`config.mk`:
```
export PLATFORM = sky130hd
export DESIGN_NAME = wb_port_scheduler
export DESIGN_NICKNAME = d
export VERILOG_FILES = /design/src/rtl/wb_pkg.sv /design/src/rtl/wb_fifo.sv /design/src/rtl/wb_port_scheduler.sv
export SDC_FILE = /design/constraint.sdc
export NUM_CORES = 1
export LEC_CHECK = 0
export ABC_AREA = 1
export BUFFER_PORTS_ARGS = -buffer_cell sky130_fd_sc_hd__clkbuf_2
export CAP_MARGIN = 5
export CORE_MARGIN = 4
export CORE_UTILIZATION = 48
export DETAILED_ROUTE_END_ITERATION = 10
export GPL_TIMING_DRIVEN = 0
export PLACE_DENSITY = 0.77
export SLEW_MARGIN = 30
export SYNTH_ARGS = -nofsm -noshare
export SYNTH_HDL_FRONTEND = slang
export SYNTH_HIERARCHICAL = 1
export SYNTH_SLANG_ARGS = --single-unit
```
`constraint.sdc`:
```
create_clock -name clk -period 1.7 [get_ports clk]
set_input_delay 0.34 -clock clk [delete_from_list [all_inputs] [get_ports clk]]
set_output_delay 0.34 -clock clk [all_outputs]
set_load 0.005 [all_outputs]
```
`src/rtl/wb_pkg.sv`:
```
// Shared types and constants for the register-file writeback scheduler.
package wb_pkg;

    localparam int WB_XLEN = 32;
    localparam logic [4:0] REG_ZERO = 5'd0;

    typedef struct packed {
        logic               live;
        logic [4:0]         rd;
        logic [WB_XLEN-1:0] data;
    } wb_entry_t;

    // True when both addresses name the same architectural register other than x0.
    function automatic logic rd_match(input logic [4:0] a, input logic [4:0] b);
        return (a == b) && (a != REG_ZERO);
    endfunction

endpackage

```
`src/rtl/wb_fifo.sv`:
```
// In-order load buffer: circular storage with head/tail/count, every entry visible
// for compares, and a per-entry live-bit clear used to squash stale loads.
module wb_fifo
    import wb_pkg::*;
#(
    parameter int DEPTH = 2,
    parameter int XLEN  = 32,
    localparam int CW   = $clog2(DEPTH + 1),
    localparam int PW   = (DEPTH > 1) ? $clog2(DEPTH) : 1
) (
    input  logic                       clk,
    input  logic                       rst_n,
    input  logic                       push,
    input  logic [4:0]                 push_rd,
    input  logic [XLEN-1:0]            push_data,
    input  logic                       pop,
    input  logic [DEPTH-1:0]           clr_live,
    output logic [CW-1:0]              count,
    output logic [PW-1:0]              head,
    output logic [DEPTH-1:0]           ent_live,
    output logic [DEPTH-1:0][4:0]      ent_rd,
    output logic [DEPTH-1:0][XLEN-1:0] ent_data
);

    logic [PW-1:0]              head_q, head_d;
    logic [PW-1:0]              tail_q, tail_d;
    logic [CW-1:0]              count_q, count_d;
    logic [DEPTH-1:0]           live_q, live_d;
    logic [DEPTH-1:0][4:0]      rd_q, rd_d;
    logic [DEPTH-1:0][XLEN-1:0] data_q, data_d;

    function automatic logic [PW-1:0] ptr_inc(input logic [PW-1:0] p);
        if (p == PW'(DEPTH - 1)) begin
            return {PW{1'b0}};
        end else begin
            return p + PW'(1);
        end
    endfunction

    // Next-state: squash clears first, then pop retires the head, then push fills the tail.
    always_comb begin
        live_d  = live_q & ~clr_live;
        rd_d    = rd_q;
        data_d  = data_q;
        head_d  = head_q;
        tail_d  = tail_q;
        count_d = count_q;
        if (pop) begin
            live_d[head_q] = 1'b0;
            head_d         = ptr_inc(head_q);
        end else begin
            head_d = head_q;
        end
        if (push) begin
            live_d[tail_q] = 1'b1;
            rd_d[tail_q]   = push_rd;
            data_d[tail_q] = push_data;
            tail_d         = ptr_inc(tail_q);
        end else begin
            tail_d = tail_q;
        end
        case ({push, pop})
            2'b10:   count_d = count_q + CW'(1);
            2'b01:   count_d = count_q - CW'(1);
            default: count_d = count_q;
        endcase
    end

    // Buffer state registers.
    always_ff @(posedge clk or negedge rst_n) begin
        if (!rst_n) begin
            head_q  <= {PW{1'b0}};
            tail_q  <= {PW{1'b0}};
            count_q <= {CW{1'b0}};
            live_q  <= {DEPTH{1'b0}};
            for (int i = 0; i < DEPTH; i++) begin
                rd_q[i]   <= REG_ZERO;
                data_q[i] <= {XLEN{1'b0}};
            end
        end else begin
            head_q  <= head_d;
            tail_q  <= tail_d;
            count_q <= count_d;
            live_q  <= live_d;
            rd_q    <= rd_d;
            data_q  <= data_d;
        end
    end

    assign count    = count_q;
    assign head     = head_q;
    assign ent_live = live_q;
    assign ent_rd   = rd_q;
    assign ent_data = data_q;

endmodule

```
`src/rtl/wb_port_scheduler.sv`:
```
// Arbitrates ALU and load writebacks onto the single register-file write port.
// Optional combinational bypass lookup is built when WB_BYPASS_EN is defined.
module wb_port_scheduler
    import wb_pkg::*;
#(
    parameter int DEPTH = 2,
    parameter int XLEN  = 32
) (
    input  logic                         clk,
    input  logic                         rst_n,
    input  logic                         alu_valid,
    input  logic [4:0]                   alu_rd,
    input  logic [XLEN-1:0]              alu_data,
    input  logic                         ld_valid,
    output logic                         ld_ready,
    input  logic [4:0]                   ld_rd,
    input  logic [XLEN-1:0]              ld_data,
    output logic                         rf_we,
    output logic [4:0]                   rf_waddr,
    output logic [XLEN-1:0]              rf_wdata,
    output logic [$clog2(DEPTH+1)-1:0]   wb_pending,
    input  logic [4:0]                   byp_rs1,
    input  logic [4:0]                   byp_rs2,
    output logic                         byp_hit1,
    output logic                         byp_hit2,
    output logic [XLEN-1:0]              byp_data1,
    output logic [XLEN-1:0]              byp_data2
);

    localparam int CW = $clog2(DEPTH + 1);
    localparam int PW = (DEPTH > 1) ? $clog2(DEPTH) : 1;

    logic [CW-1:0]              count;
    logic [PW-1:0]              head;
    logic [DEPTH-1:0]           ent_live;
    logic [DEPTH-1:0][4:0]      ent_rd;
    logic [DEPTH-1:0][XLEN-1:0] ent_data;
    logic [DEPTH-1:0]           clr_live;

    logic alu_live, ld_live, ld_squash, any_live, head_live;
    logic fifo_push, fifo_pop, direct_ld;

    logic            rf_we_q, rf_we_d;
    logic [4:0]      rf_waddr_q, rf_waddr_d;
    logic [XLEN-1:0] rf_wdata_q, rf_wdata_d;

    wb_fifo #(.DEPTH(DEPTH), .XLEN(XLEN)) u_fifo (
        .clk       (clk),
        .rst_n     (rst_n),
        .push      (fifo_push),
        .push_rd   (ld_rd),
        .push_data (ld_data),
        .pop       (fifo_pop),
        .clr_live  (clr_live),
        .count     (count),
        .head      (head),
        .ent_live  (ent_live),
        .ent_rd    (ent_rd),
        .ent_data  (ent_data)
    );

    assign ld_ready  = (count != CW'(DEPTH));
    assign alu_live  = alu_valid && (alu_rd != REG_ZERO);
    assign ld_live   = ld_valid && ld_ready && (ld_rd != REG_ZERO);
    assign ld_squash = alu_live && rd_match(ld_rd, alu_rd);
    assign any_live  = |ent_live;
    assign head_live = ent_live[head];

    // Dead heads retire for free; a live head only leaves when it gets the port.
    assign fifo_pop  = (count != {CW{1'b0}}) && (!head_live || !alu_live);
    assign direct_ld = ld_live && !alu_live && !any_live;
    assign fifo_push = ld_live && !direct_ld && !ld_squash;

    // Squash: a younger ALU write kills every buffered load to the same register.
    always_comb begin
        clr_live = {DEPTH{1'b0}};
        for (int i = 0; i < DEPTH; i++) begin
            clr_live[i] = alu_live && ent_live[i] && rd_match(ent_rd[i], alu_rd);
        end
    end

    // Port selection: ALU, then live buffer head, then a direct load.
    always_comb begin
        rf_we_d    = 1'b0;
        rf_waddr_d = rf_waddr_q;
        rf_wdata_d = rf_wdata_q;
        if (alu_live) begin
            rf_we_d    = 1'b1;
            rf_waddr_d = alu_rd;
            rf_wdata_d = alu_data;
        end else if (head_live) begin
            rf_we_d    = 1'b1;
            rf_waddr_d = ent_rd[head];
            rf_wdata_d = ent_data[head];
        end else if (direct_ld) begin
            rf_we_d    = 1'b1;
            rf_waddr_d = ld_rd;
            rf_wdata_d = ld_data;
        end else begin
            rf_we_d    = 1'b0;
        end
    end

    // Registered write stage.
    always_ff @(posedge clk or negedge rst_n) begin
        if (!rst_n) begin
            rf_we_q    <= 1'b0;
            rf_waddr_q <= REG_ZERO;
            rf_wdata_q <= {XLEN{1'b0}};
        end else begin
            rf_we_q    <= rf_we_d;
            rf_waddr_q <= rf_waddr_d;
            rf_wdata_q <= rf_wdata_d;
        end
    end

    assign rf_we      = rf_we_q;
    assign rf_waddr   = rf_waddr_q;
    assign rf_wdata   = rf_wdata_q;
    assign wb_pending = count;

`ifdef WB_BYPASS_EN
    logic [1:0][4:0]      byp_rs;
    logic [1:0]           byp_hit;
    logic [1:0][XLEN-1:0] byp_data;
    logic [PW-1:0]        byp_idx;

    assign byp_rs = {byp_rs2, byp_rs1};

    // Walk oldest to youngest so later matches win; the write stage is youngest of all.
    always_comb begin
        byp_hit  = 2'b00;
        byp_data = {2*XLEN{1'b0}};
        byp_idx  = {PW{1'b0}};
        for (int k = 0; k < 2; k++) begin
            for (int i = 0; i < DEPTH; i++) begin
                byp_idx = PW'((int'(head) + i) % DEPTH);
                if (ent_live[byp_idx] && rd_match(ent_rd[byp_idx], byp_rs[k])) begin
                    byp_hit[k]  = 1'b1;
                    byp_data[k] = ent_data[byp_idx];
                end else begin
                    byp_hit[k]  = byp_hit[k];
                end
            end
            if (rf_we_q && rd_match(rf_waddr_q, byp_rs[k])) begin
                byp_hit[k]  = 1'b1;
                byp_data[k] = rf_wdata_q;
            end else begin
                byp_hit[k]  = byp_hit[k];
            end
        end
    end

    assign byp_hit1  = byp_hit[0];
    assign byp_hit2  = byp_hit[1];
    assign byp_data1 = byp_data[0];
    assign byp_data2 = byp_data[1];
`else
    logic unused_byp;
    assign unused_byp = ^{byp_rs1, byp_rs2, ent_data};
    assign byp_hit1   = 1'b0;
    assign byp_hit2   = 1'b0;
    assign byp_data1  = {XLEN{1'b0}};
    assign byp_data2  = {XLEN{1'b0}};
`endif

endmodule

```
==> summary.md, run 1 <==
| Metric | Value |
|---|---|
| Area of the mapped netlist | 7020 µm² |
| N_diodes | 0 |
| CP max stage cell | or2_4 |
| Hold Startpoint | ld_data[21] |
| WP data arrival | 2.11 ns |
| Footprint of the multi-input gates | approximately 3400 µm² |
| Failing checks | negative setup slack |
| Root buf cell | clkbuf_16 |
| Max_cap viols | 0 |
| Core Area | ~14000 µm² |
| Critical Path End Type | register |
| Ratio of cells with drive above 1 in the final layout | 0.308 |
| TritonCTS buffer count | 17 |
| Pwr per Cell Area | around 1800 nW/µm² |
| H-tree depth | 4 |
| Synth cell types | 28 |
| Routed len/inst | about 15 µm |
| Clock transition at path regs | ~0.06 ns |
| GPL Wtd Cong | roughly 0.92 |
| Starting Density | 0.498 |
| Minimum clock period | between 1.5 and 2 ns |
| Die X-Extent | between 100 and 150 µm |
| Family with the most delay on the worst path | buffers and inverters |
| # port buffers | approximately 120 |
| Final hold viol count | 0 |
| Syn_area_per_cell | between 7 and 8 µm² |
| Setup WS post-layout | -0.0927 ns |
| Commonest cells after routing, fill and taps aside | 413 x nand2_1, 116 x clkbuf_2, 116 x dfrtp_1 |
| P_leak | roughly 5.5 nW |
| Worst R2R Start | u_fifo/count[1] |
| Final WL | 21600 µm |
| Yosys reg bits | about 120 |
| Critical path class | input pin to register |
| Setup violators final | 38 |
| CP Launch Type | input pin |
| Post-route DRC | 0 |
| Grt ovf | 0 |
| Final Util | 0.672 |
| Post-route ant nets | 0 |
| Worst hold path type | input pin to register |
| # fillers | 1186 |
| RSZ-0062 raised after global routing | yes |
| CP Max Fanout | 10 |
| Clock buffer depth | 2 |
| Initial antenna violation count | 0 |
| DP Worst Slack | -0.487 ns |
| Slew @ Worst Pin | ~0.53 ns |
| Drt pass-1 iters | 6 |
| Final period util | 1.05 |
| Register area | ~3000 µm² |
| WP data required | 2.02 ns |
| GRT Total Usage | 0.254 |
| Pin count of the biggest net entering global routing | a little under 80 |
| Seq/Total Area, Yosys | 0.421 |
| Clock Skew | about 0.007 ns |
| First-pass GRT wire length | around 33000 µm |
| Yosys Warn Count | 6 |
| DRT iter0 DRCs | 650 |
| Nets@finish | around 1300 |
| Die height | 129 µm |
| Core Rows | 43 |
| Synth-to-Final Area Change | 35.0% |
| Outcome | finished, violations left |
| Top Ports | approximately 200 |
| Drt via density | roughly 5.1 |
| Delay of the slowest critical-path stage | approximately 0.26 ns |
| Vias in the first global route | ~6900 |
| Worst path cell trace | clkbuf_2, nor2_1, nand3_2, nand2_4, buf_6, inv_2, a21oi_2, inv_2, or2_4, buf_12, clkbuf_16, nand2_2, o21ai_2 |
| Die ar. | 16600 µm² |
| CP Launch Point | alu_rd[4] |
| Most common library cell in the layout ignoring fill and taps | nand2_1 |
| Clk_lat worst skew | 0.43 ns |
| Buffer and inverter count on the worst path | 6 |
| Clk sink count | 118 |
| Post-DP HPWL | between 10000 and 15000 µm |
| Most used cell, CP | inv_2 |
| DR vias | between 7000 and 8000 |
| Slew margin rel. | 0.647 |
| Max Freq | 558 MHz |
| TritonCTS clock tree | yes |
| Final max-slew violation count | 0 |
| Post-Synthesis Cells | 986 |
| Max VDD drop | around 1.3 mV |
| Final Power | approximately 0.017 W |
[flip-flops by register name, indices dropped and copies added, names as in the netlist]
name and flops:
rf_waddr 5, rf_wdata 32, rf_we 1, u_fifo/count 2, u_fifo/ent_data 64, u_fifo/ent_live 2
u_fifo/ent_rd 10, u_fifo/head 1, u_fifo/tail_q 1
[metal layers]
metal | vias up | GRT usage | wire length (µm)
met4 | 0 | 0.0877 | 488
li1 | 3434 | - | -
met5 | - | 0 | 0
met3 | 51 | 0.0726 | 2030
met2 | 358 | 0.406 | 10400
met1 | 3328 | 0.331 | 8680
[stage by stage]
step / instance area, µm² / setup TNS (ns) / hold slack, ns / cells
finish: 9470 / -2.35 / 0.179 / 1403
global route: 9470 / -8.81 / 0.184 / 1403
global placement: 8110 / -208.98 / 0.466 / 1348
detailed placement: 8140 / -33.03 / 0.297 / 1349
floorplan: 7300 / -3.28 / 0.0444 / 1051
CTS: 9150 / -1.98 / 0.165 / 1396
[area by class of cell]
type / instances / area share
clock inverters: 7 / 0.0195
repair buffers: 140 / 0.0926
inverters: 61 / 0.0242
clock buffers: 25 / 0.0555
multi-input cells: 741 / 0.362
plain buffers: 131 / 0.111
flip-flops and latches: 118 / 0.312
well taps: 180 / 0.0238
[synthesized netlist by cell type (all sizes together)]
| cell | number | area [µm²] |
|---|---|---|
| nand3b | 2 | 15.0 |
| nand4 | 39 | 244 |
| a21boi | 1 | 7.51 |
| buf | 122 | 850 |
| o21ai | 79 | 433 |
| a21oi | 1 | 5.00 |
| or2 | 1 | 8.76 |
| inv | 61 | 229 |
| xor2 | 3 | 26.3 |
| nor3 | 1 | 5.00 |
| clkbuf | 9 | 36.3 |
| dfrtp | 118 | 2950 |
| conb | 1 | 3.75 |
| ha | 1 | 12.5 |
| o22ai | 2 | 12.5 |
| xnor2 | 4 | 35.0 |
| nor2 | 14 | 52.6 |
| nand2 | 448 | 1680 |
| nand3 | 79 | 405 |
[worst register-to-register path: cells and delay by family, from the launching register on]
| kind | cells | cell delay (ns) |
|---|---|---|
| compound gates | 2 | 0.22 |
| flops | 1 | 0.39 |
| simple gates | 6 | 0.57 |
| buf+inv | 5 | 0.50 |
[logic make-up (layout without fill, tap and decap cells)]
group                      Yosys count  count (layout)  share of synthesized area
DFF                                118             118                      0.421
and+or+nand+nor                    584             584                      0.344
other                                1              66                   0.000534
xor gates and xnor gates             7               7                    0.00874
adders and majority gates            1               1                    0.00178
buffers and inverters              192             364                      0.159
AOI/OAI and AO/OA                   83              83                     0.0653
[path summary, 6_finish.rpt]
check	endpoint	slack [ns]	cells after the start
worst max register to register	u_fifo/ent_data[30]	-0.09	13
max in group asynchronous	u_fifo/ent_data[53]	0.60	3
worst min-delay path	u_fifo/ent_data[53]	0.18	3
worst max-delay path	u_fifo/ent_data[30]	-0.09	13
worst min register to register	u_fifo/ent_data[49]	0.48	2
min in group asynchronous	rf_waddr[0]	0.41	2
[timing repair]
item | in CTS | in global routing
cloned | 2 | 3
hold buffers | 1 | 0
buffers inserted | 12 | 4
pin swaps | 4 | 5
resized for setup | 47 | 101
endpoints found under the hold margin | 42 | 0
setup endpoints to repair | 74 | 109
[power breakdown]
group	switching [W]	total, W	internal (W)
Combinational	0.00466	0.00803	0.00337
Sequential	0.000887	0.00504	0.00415
Clock	0.00128	0.00430	0.00302
Total	0.00683	0.0174	0.0105
(Power assumes the default switching activity.)
==> run 2, diff against run 1 <==
PLACE_DENSITY = 0.73   (was 0.77)
==> run 2 against run 1 <==
  * The run still ends with negative setup slack left
  * First-iteration DRC count down 8.9%
  * Via count down 0.82%
  * Clock-buffer cell count down 1
  * Sequential power up 1%
  * Worst hold slack worse by 0.0072 ns
  * Routed wire length up 1.4%
  * Clock skew about the same
  * Utilization down 0.52 points
  * Sequential share of layout area up 0.23 points
  * Total power down 4.0%
  * Largest power group unchanged
==> summary.md, run 2 (synthesis results as in run 1) <==
| Metric | Value |
|---|---|
| Outcome | finished, violations left |
| Failing checks | negative setup slack |
| CP max stage cell | or2_4 |
| Part of the power in combinational logic | 0.484 (+0.022) |
| Placed cells | 1349 (unchanged) |
| Finished Layout Cells | 1404 (+0.071%) |
| Die height | 129 µm (unchanged) |
| Commonest cells after routing, fill and taps aside | 410 x nand2_1, 117 x dfrtp_1, 116 x clkbuf_2 |
| DR vias | 7112 (-0.82%) |
| Pin count of the biggest net entering global routing | 61 (-21%) |
| Pwr per Cell Area | 1770 nW/µm² (-3.2%) |
| Clk sink count | 118 (unchanged) |
| Post-route ant nets | 0 (unchanged) |
| CP Launch Type | input pin |
| Internal power | 0.00981 W (-7.0%) |
| Slew @ Worst Pin | 0.526 ns (-0.00372 ns) |
| N_diodes | 0 (unchanged) |
| TritonCTS buffer count | 17 (unchanged) |
| Register area | 2950 µm² (about the same) |
| Nets@finish | 1300 (+0.077%) |
| Starting Density | 0.498 (unchanged) |
| Slew margin rel. | 0.649 (+0.00248) |
| Ratio of cells with drive above 1 in the final layout | 0.304 (-0.00434) |
| Synth-to-Final Area Change | 33.9% |
| Final max-slew violation count | 0 (unchanged) |
| Footprint of the multi-input gates | 3410 µm² (-0.44%) |
| Drt via density | 5.07 (-0.89%) |
| Setup violators final | 59 (+55%) |
| Final WL | 21900 µm (+1.4%) |
| Delay of the slowest critical-path stage | 0.25 ns (about the same) |
| Clock buffer depth | 2 (unchanged) |
| Critical Path End Type | register |
| Sequential share of power | 0.305 (+0.015) |
| Worst hold path type | input pin to register |
| Net Sw Frac | 0.412 (+0.0192) |
| Psw | 0.00688 W (+0.68%) |
| Root buf cell | clkbuf_16 |
| Top Ports | 195 (unchanged) |
| # port buffers | 117 (unchanged) |
| Hold_ws | 0.172 ns (-0.00719 ns) |
| Die ar. | 16600 µm² (unchanged) |
| First-pass GRT wire length | 33200 µm (-0.19%) |
| Clock Skew | 0.00683 ns (-0.000300 ns) |
| P_leak | 5.43 nW (-0.89%) |
| Max_cap viols | 0 (unchanged) |
| Final Util | 0.667 (-0.00524) |
| # fillers | 1298 (+9.4%) |
| Max VDD drop | 1.32 mV (-2.1%) |
| Grt ovf | 0 (unchanged) |
| RSZ-0062 raised after global routing | yes |
| WP data arrival | 2.13 ns (+0.02 ns) |
| Critical path class | input pin to register |
| Max reg flops | 64 (unchanged) |
| H-tree depth | 4 (unchanged) |
| Final hold viol count | 0 (unchanged) |
| Setup WS post-layout | -0.108 ns (-0.0149 ns) |
| Clock Power Share | 0.210 (-0.038) |
| Core Area | 14100 µm² (unchanged) |
| Minimum clock period | 1.81 ns (+0.0149 ns) |
| Most common library cell in the layout ignoring fill and taps | nand2_1 |
| Post-route DRC | 0 (unchanged) |
| CP Max Fanout | 10 (unchanged) |
| Core Rows | 43 (unchanged) |
| Initial antenna violation count | 0 (unchanged) |
| TritonCTS clock tree | yes |
| Max Freq | 553 MHz (-0.83%) |
| Clock transition at path regs | 0.06 ns (about the same) |
| Final period util | 1.06 (+0.00878) |
| GPL Wtd Cong | 0.884 (-3.6%) |
| Drt pass-1 iters | 5 (-1) |
| Clk_lat worst skew | 0.42 ns (about the same) |
| Routed len/inst | 15.6 µm (+1.4%) |
| GRT Total Usage | 0.256 (+0.00262) |
| DRT iter0 DRCs | 592 (-8.9%) |
| Die X-Extent | 129 µm (unchanged) |
| Post-DP HPWL | 14600 µm (+1.2%) |
| Vias in the first global route | 6534 (-5.0%) |
| Worst path cell trace | clkbuf_2, nor2_1, nand3_2, nand2_4, buf_6, inv_2, a21oi_2, inv_2, or2_4, buf_6, clkbuf_8, o21ai_1 |
| WP data required | 2.03 ns (about the same) |
run 2: cell types whose count changed in the layout (fill, tap and decap cells not counted), sizes merged:
cell	change
buf	+6
bufinv	-5
clkbuf	-5
clkinv	+4
clkinvlp	+2
bufbuf	-1
run 2: path summary, 6_finish.rpt:
path	from	endpoint	slack, ns	depth (start not counted)
max	alu_rd[4]	u_fifo/ent_data[25]	-0.11	12
min	ld_data[21]	u_fifo/ent_data[21]	0.17	3
max reg2reg	u_fifo/count[1]	u_fifo/ent_data[25]	-0.08	12
min reg2reg	u_fifo/ent_data[53]	u_fifo/ent_data[53]	0.48	2
max in group asynchronous	rst_n	u_fifo/ent_data[48]	0.58	3
min in group asynchronous	rst_n	u_fifo/ent_rd[5]	0.46	2
run 2: critical path, delay by kind of cell:
family                 cells  cell delay, ns
and+or+nand+nor            4            0.68
AOI/OAI and AO/OA          2            0.35
buffers and inverters      6            0.75
run 2: final cells by class:
cell class / count / area share
Multi-Input combinational cell: 741 / 0.363
Inverter: 61 / 0.0246
Timing Repair Buffer: 142 / 0.0989
Clock inverter: 8 / 0.00745
Clock buffer: 24 / 0.0544
Buffer: 130 / 0.114
Tap cell: 180 / 0.0240
Sequential cell: 118 / 0.314
run 2: power groups by stage:
| stage | clock, W | combinational, W | sequential [W] |
|---|---|---|---|
| floorplan | 0 | 0.00454 | 0.00485 |
| global placement | 0 | 0.00644 | 0.00496 |
| detailed placement | 0 | 0.00659 | 0.00498 |
| CTS | 0.00353 | 0.00751 | 0.00501 |
| global route | 0.00368 | 0.00891 | 0.00524 |
| finish | 0.00351 | 0.00808 | 0.00509 |
run 2: stage by stage:
step                      TNS (ns)  power [W]  worst slack [ns]  area (µm²)
after floorplan              -3.28    0.00940            -0.111        7300
after global placement     -215.37     0.0114             -1.56        8110
after detailed placement    -34.76     0.0116            -0.506        8140
after CTS                    -1.14     0.0161           -0.0446        9180
after global routing         -9.24     0.0178            -0.154        9400
final                        -2.00     0.0167            -0.108        9400
run 2: timing repair:
| action | 4_1_cts | 5_1_grt |
|---|---|---|
| buffers inserted | 11 | 6 |
| cloned | 5 | 2 |
| hold buffers | 1 | 0 |
| gates resized for setup | 88 | 60 |
| pin swaps | 5 | 8 |
| endpoints found under the hold margin | 59 | 0 |
| setup endpoints to repair | 73 | 109 |
run 2: metal layers:
metal	share of wire	up-vias	wire, µm	track usage
met3	0.077	43	1680	0.0598
li1	-	3432	-	-
met5	0	-	0	0
met2	0.48	300	10600	0.402
met1	0.41	3337	9100	0.346
met4	0.024	0	534	0.0970
==> run 3, diff against run 2 <==
GPL_TIMING_DRIVEN = 1   (was 0)
==> run 3 against run 2 <==
  * Sequential cell count unchanged
  * Sequential share of layout area increased by 2.8 points
  * Via count decreased by 5.1%
  * Largest cell class unchanged
  * Maximum frequency increased by 3.1%
  * The run still ends with negative setup slack left
  * Highest routed layer unchanged
  * Global-route usage decreased by 1.9 points
==> summary.md, run 3 (synthesis results as in run 1) <==
| Metric | Value |
|---|---|
| Outcome | finished, violations left |
| Failing checks | negative setup slack |
| Critical Path End Type | register |
| # port buffers | 118 (+0.85%) |
| Root buf cell | clkbuf_16 |
| Psw | 0.00658 W (-4.3%) |
| P_leak | 4.95 nW (-8.9%) |
| Die ar. | 16600 µm² (unchanged) |
| Clock Skew | 0.00831 ns (+0.00148 ns) |
| TritonCTS buffer count | 17 (unchanged) |
| Part of the power in combinational logic | 0.461 (-0.023) |
| Most common library cell in the layout ignoring fill and taps | nand2_1 |
| # fillers | 1276 (-1.7%) |
| Drt via density | 5.17 (+2.1%) |
| GR Util met3 | 0.0544 (-0.00540) |
| Area after DPL | 7640 µm² (-6.2%) |
| Max VDD drop | 1.32 mV (+0.23%) |
| M2 GR Usage | 0.384 (-0.0189) |
| H-tree depth | 4 (unchanged) |
| Max reg flops | 64 (unchanged) |
| Core Area | 14100 µm² (unchanged) |
| Sequential share of power | 0.320 (+0.015) |
| Post-route DRC | 0 (unchanged) |
| N_diodes | 0 (unchanged) |
| Max_cap viols | 0 (unchanged) |
| WP data arrival | 2.05 ns (-0.08 ns) |
| Final max-slew violation count | 0 (unchanged) |
| Clk_lat worst skew | 0.41 ns (about the same) |
| Nets@finish | 1202 (-7.5%) |
| GRT Total Usage | 0.237 (-0.0193) |
| DP Worst Slack | -0.134 ns (+0.372 ns) |
| Worst hold path type | input pin to register |
| Drt pass-1 iters | 5 (unchanged) |
| Minimum clock period | 1.75 ns (-0.0539 ns) |
| Final period util | 1.03 (-0.0317) |
| Routed len/inst | 15.7 µm (+0.35%) |
| Synth-to-Final Area Change | 22.9% |
| Clock buffer depth | 2 (unchanged) |
| Net Sw Frac | 0.415 (+0.00275) |
| CP Launch Type | register |
| GPL Wtd Cong | 0.821 (-7.0%) |
| Post-route ant nets | 0 (unchanged) |
| WP data required | 2.00 ns (-0.03 ns) |
| Max Freq | 570 MHz (+3.1%) |
| Starting Density | 0.498 (unchanged) |
| Setup violators final | 37 (-37%) |
| Final WL | 20500 µm (-6.7%) |
| Final Util | 0.612 (-0.0549) |
| Ratio of cells with drive above 1 in the final layout | 0.238 (-0.0659) |
| Pin count of the biggest net entering global routing | 77 (+26%) |
| GR peak layer | met2 |
| Initial antenna violation count | 0 (unchanged) |
| Final Cell Area | 8630 µm² (-8.2%) |
| Die height | 129 µm (unchanged) |
| DR vias | 6752 (-5.1%) |
| Setup WS post-layout | -0.0537 ns (+0.0539 ns) |
| Commonest cells after routing, fill and taps aside | 411 x nand2_1, 118 x dfrtp_1, 117 x clkbuf_2 |
| Pwr per Cell Area | 1840 nW/µm² (+3.6%) |
| DRT iter0 DRCs | 680 (+15%) |
| Clock transition at path regs | 0.05 ns (about the same) |
| Core Rows | 43 (unchanged) |
| Vias in the first global route | 6308 (-3.5%) |
| TritonCTS clock tree | yes |
| RSZ-0062 raised after global routing | yes |
| Clk sink count | 118 (unchanged) |
| Top Ports | 195 (unchanged) |
| Final hold viol count | 0 (unchanged) |
| CP Max Fanout | 7 (-3) |
| Final Power | 0.0159 W (-4.9%) |
| Critical path class | register to register |
| Internal power | 0.00928 W (-5.4%) |
| First-pass GRT wire length | 31200 µm (-6.0%) |
| Post-DP HPWL | 12500 µm (-14%) |
| Grt ovf | 0 (unchanged) |
| Clock Power Share | 0.219 (+0.009) |
| Met1 Use GR | 0.307 (-0.0388) |
| Die X-Extent | 129 µm (unchanged) |
-- run 3: cell count changes in the layout (fill, tap and decap cells not counted), sizes merged --
cell / delta
buf: -96
clkbuf: -5
clkinv: +3
clkinvlp: -2
bufinv: +1
or2: +1
-- run 3: power groups by stage --
| stage | sequential [W] | combinational, W | clock, W |
|---|---|---|---|
| after CTS | 0.00495 | 0.00660 | 0.00350 |
| final | 0.00508 | 0.00731 | 0.00347 |
| after global routing | 0.00524 | 0.00816 | 0.00364 |
| after detailed placement | 0.00495 | 0.00641 | 0 |
| after floorplan | 0.00485 | 0.00454 | 0 |
| after global placement | 0.00493 | 0.00625 | 0 |
-- run 3: worst max-delay path: stages (launching register included) --
cell       delay (ns)
dfrtp_1          0.38
inv_1            0.06
nand2_2          0.07
nand2_2          0.07
inv_2            0.04
nand2_1          0.04
inv_1            0.06
nand2_1          0.05
a21oi_2          0.13
inv_2            0.09
or2_4            0.32
clkbuf_16        0.20
nand2_1          0.07
o21ai_2          0.05
-- run 3: path summary, 6_finish.rpt --
path	from	to	slack, ns	cells after the start
setup / recovery	u_fifo/count[0]	u_fifo/ent_data[7]	-0.05	13
min in group asynchronous	rst_n	rf_waddr[1]	0.45	3
max in group asynchronous	rst_n	u_fifo/ent_data[15]	0.84	3
hold reg to reg	u_fifo/ent_data[39]	u_fifo/ent_data[39]	0.48	2
hold / removal	ld_data[23]	u_fifo/ent_data[23]	0.18	3
setup reg to reg	u_fifo/count[0]	u_fifo/ent_data[7]	-0.05	13
-- run 3: area by class of cell --
cell class | instances | area (µm²) | share of cell area
timing repair buffer | 173 | 1260 | 0.147
multi-input combinational | 742 | 3390 | 0.393
inverter | 61 | 229 | 0.0265
clock inverter | 10 | 104 | 0.0120
clock buffer | 22 | 464 | 0.0538
tap | 180 | 225 | 0.0261
sequential | 118 | 2950 | 0.342
-- run 3: per-stage QoR --
stage / TNS [ns] / std cells / hold WS [ns]
2_1_floorplan: -3.28 / 1051 / 0.0444
3_3_place_gp: -3.46 / 1261 / 0.345
3_5_place_dp: -4.00 / 1261 / 0.343
4_1_cts: -0.00173 / 1296 / 0.163
5_1_grt: -3.71 / 1306 / 0.178
6_report: -1.18 / 1306 / 0.178
-- run 3: metal layers --
layer  routed length, µm  share of wire  up-vias
li1                    -              -     3234
met1                8420           0.41     3213
met2               10000           0.49      266
met3                1550          0.076       39
met4                 478          0.023        0
met5                   0              0        -
-- run 3: repair_timing --
item,in CTS,in global routing
gates resized for setup,6,64
cloned,1,8
buffers inserted,1,2
hold buffers,1,0
pin swaps,0,4
endpoints found under the hold margin,106,0
setup endpoints to repair,32,46
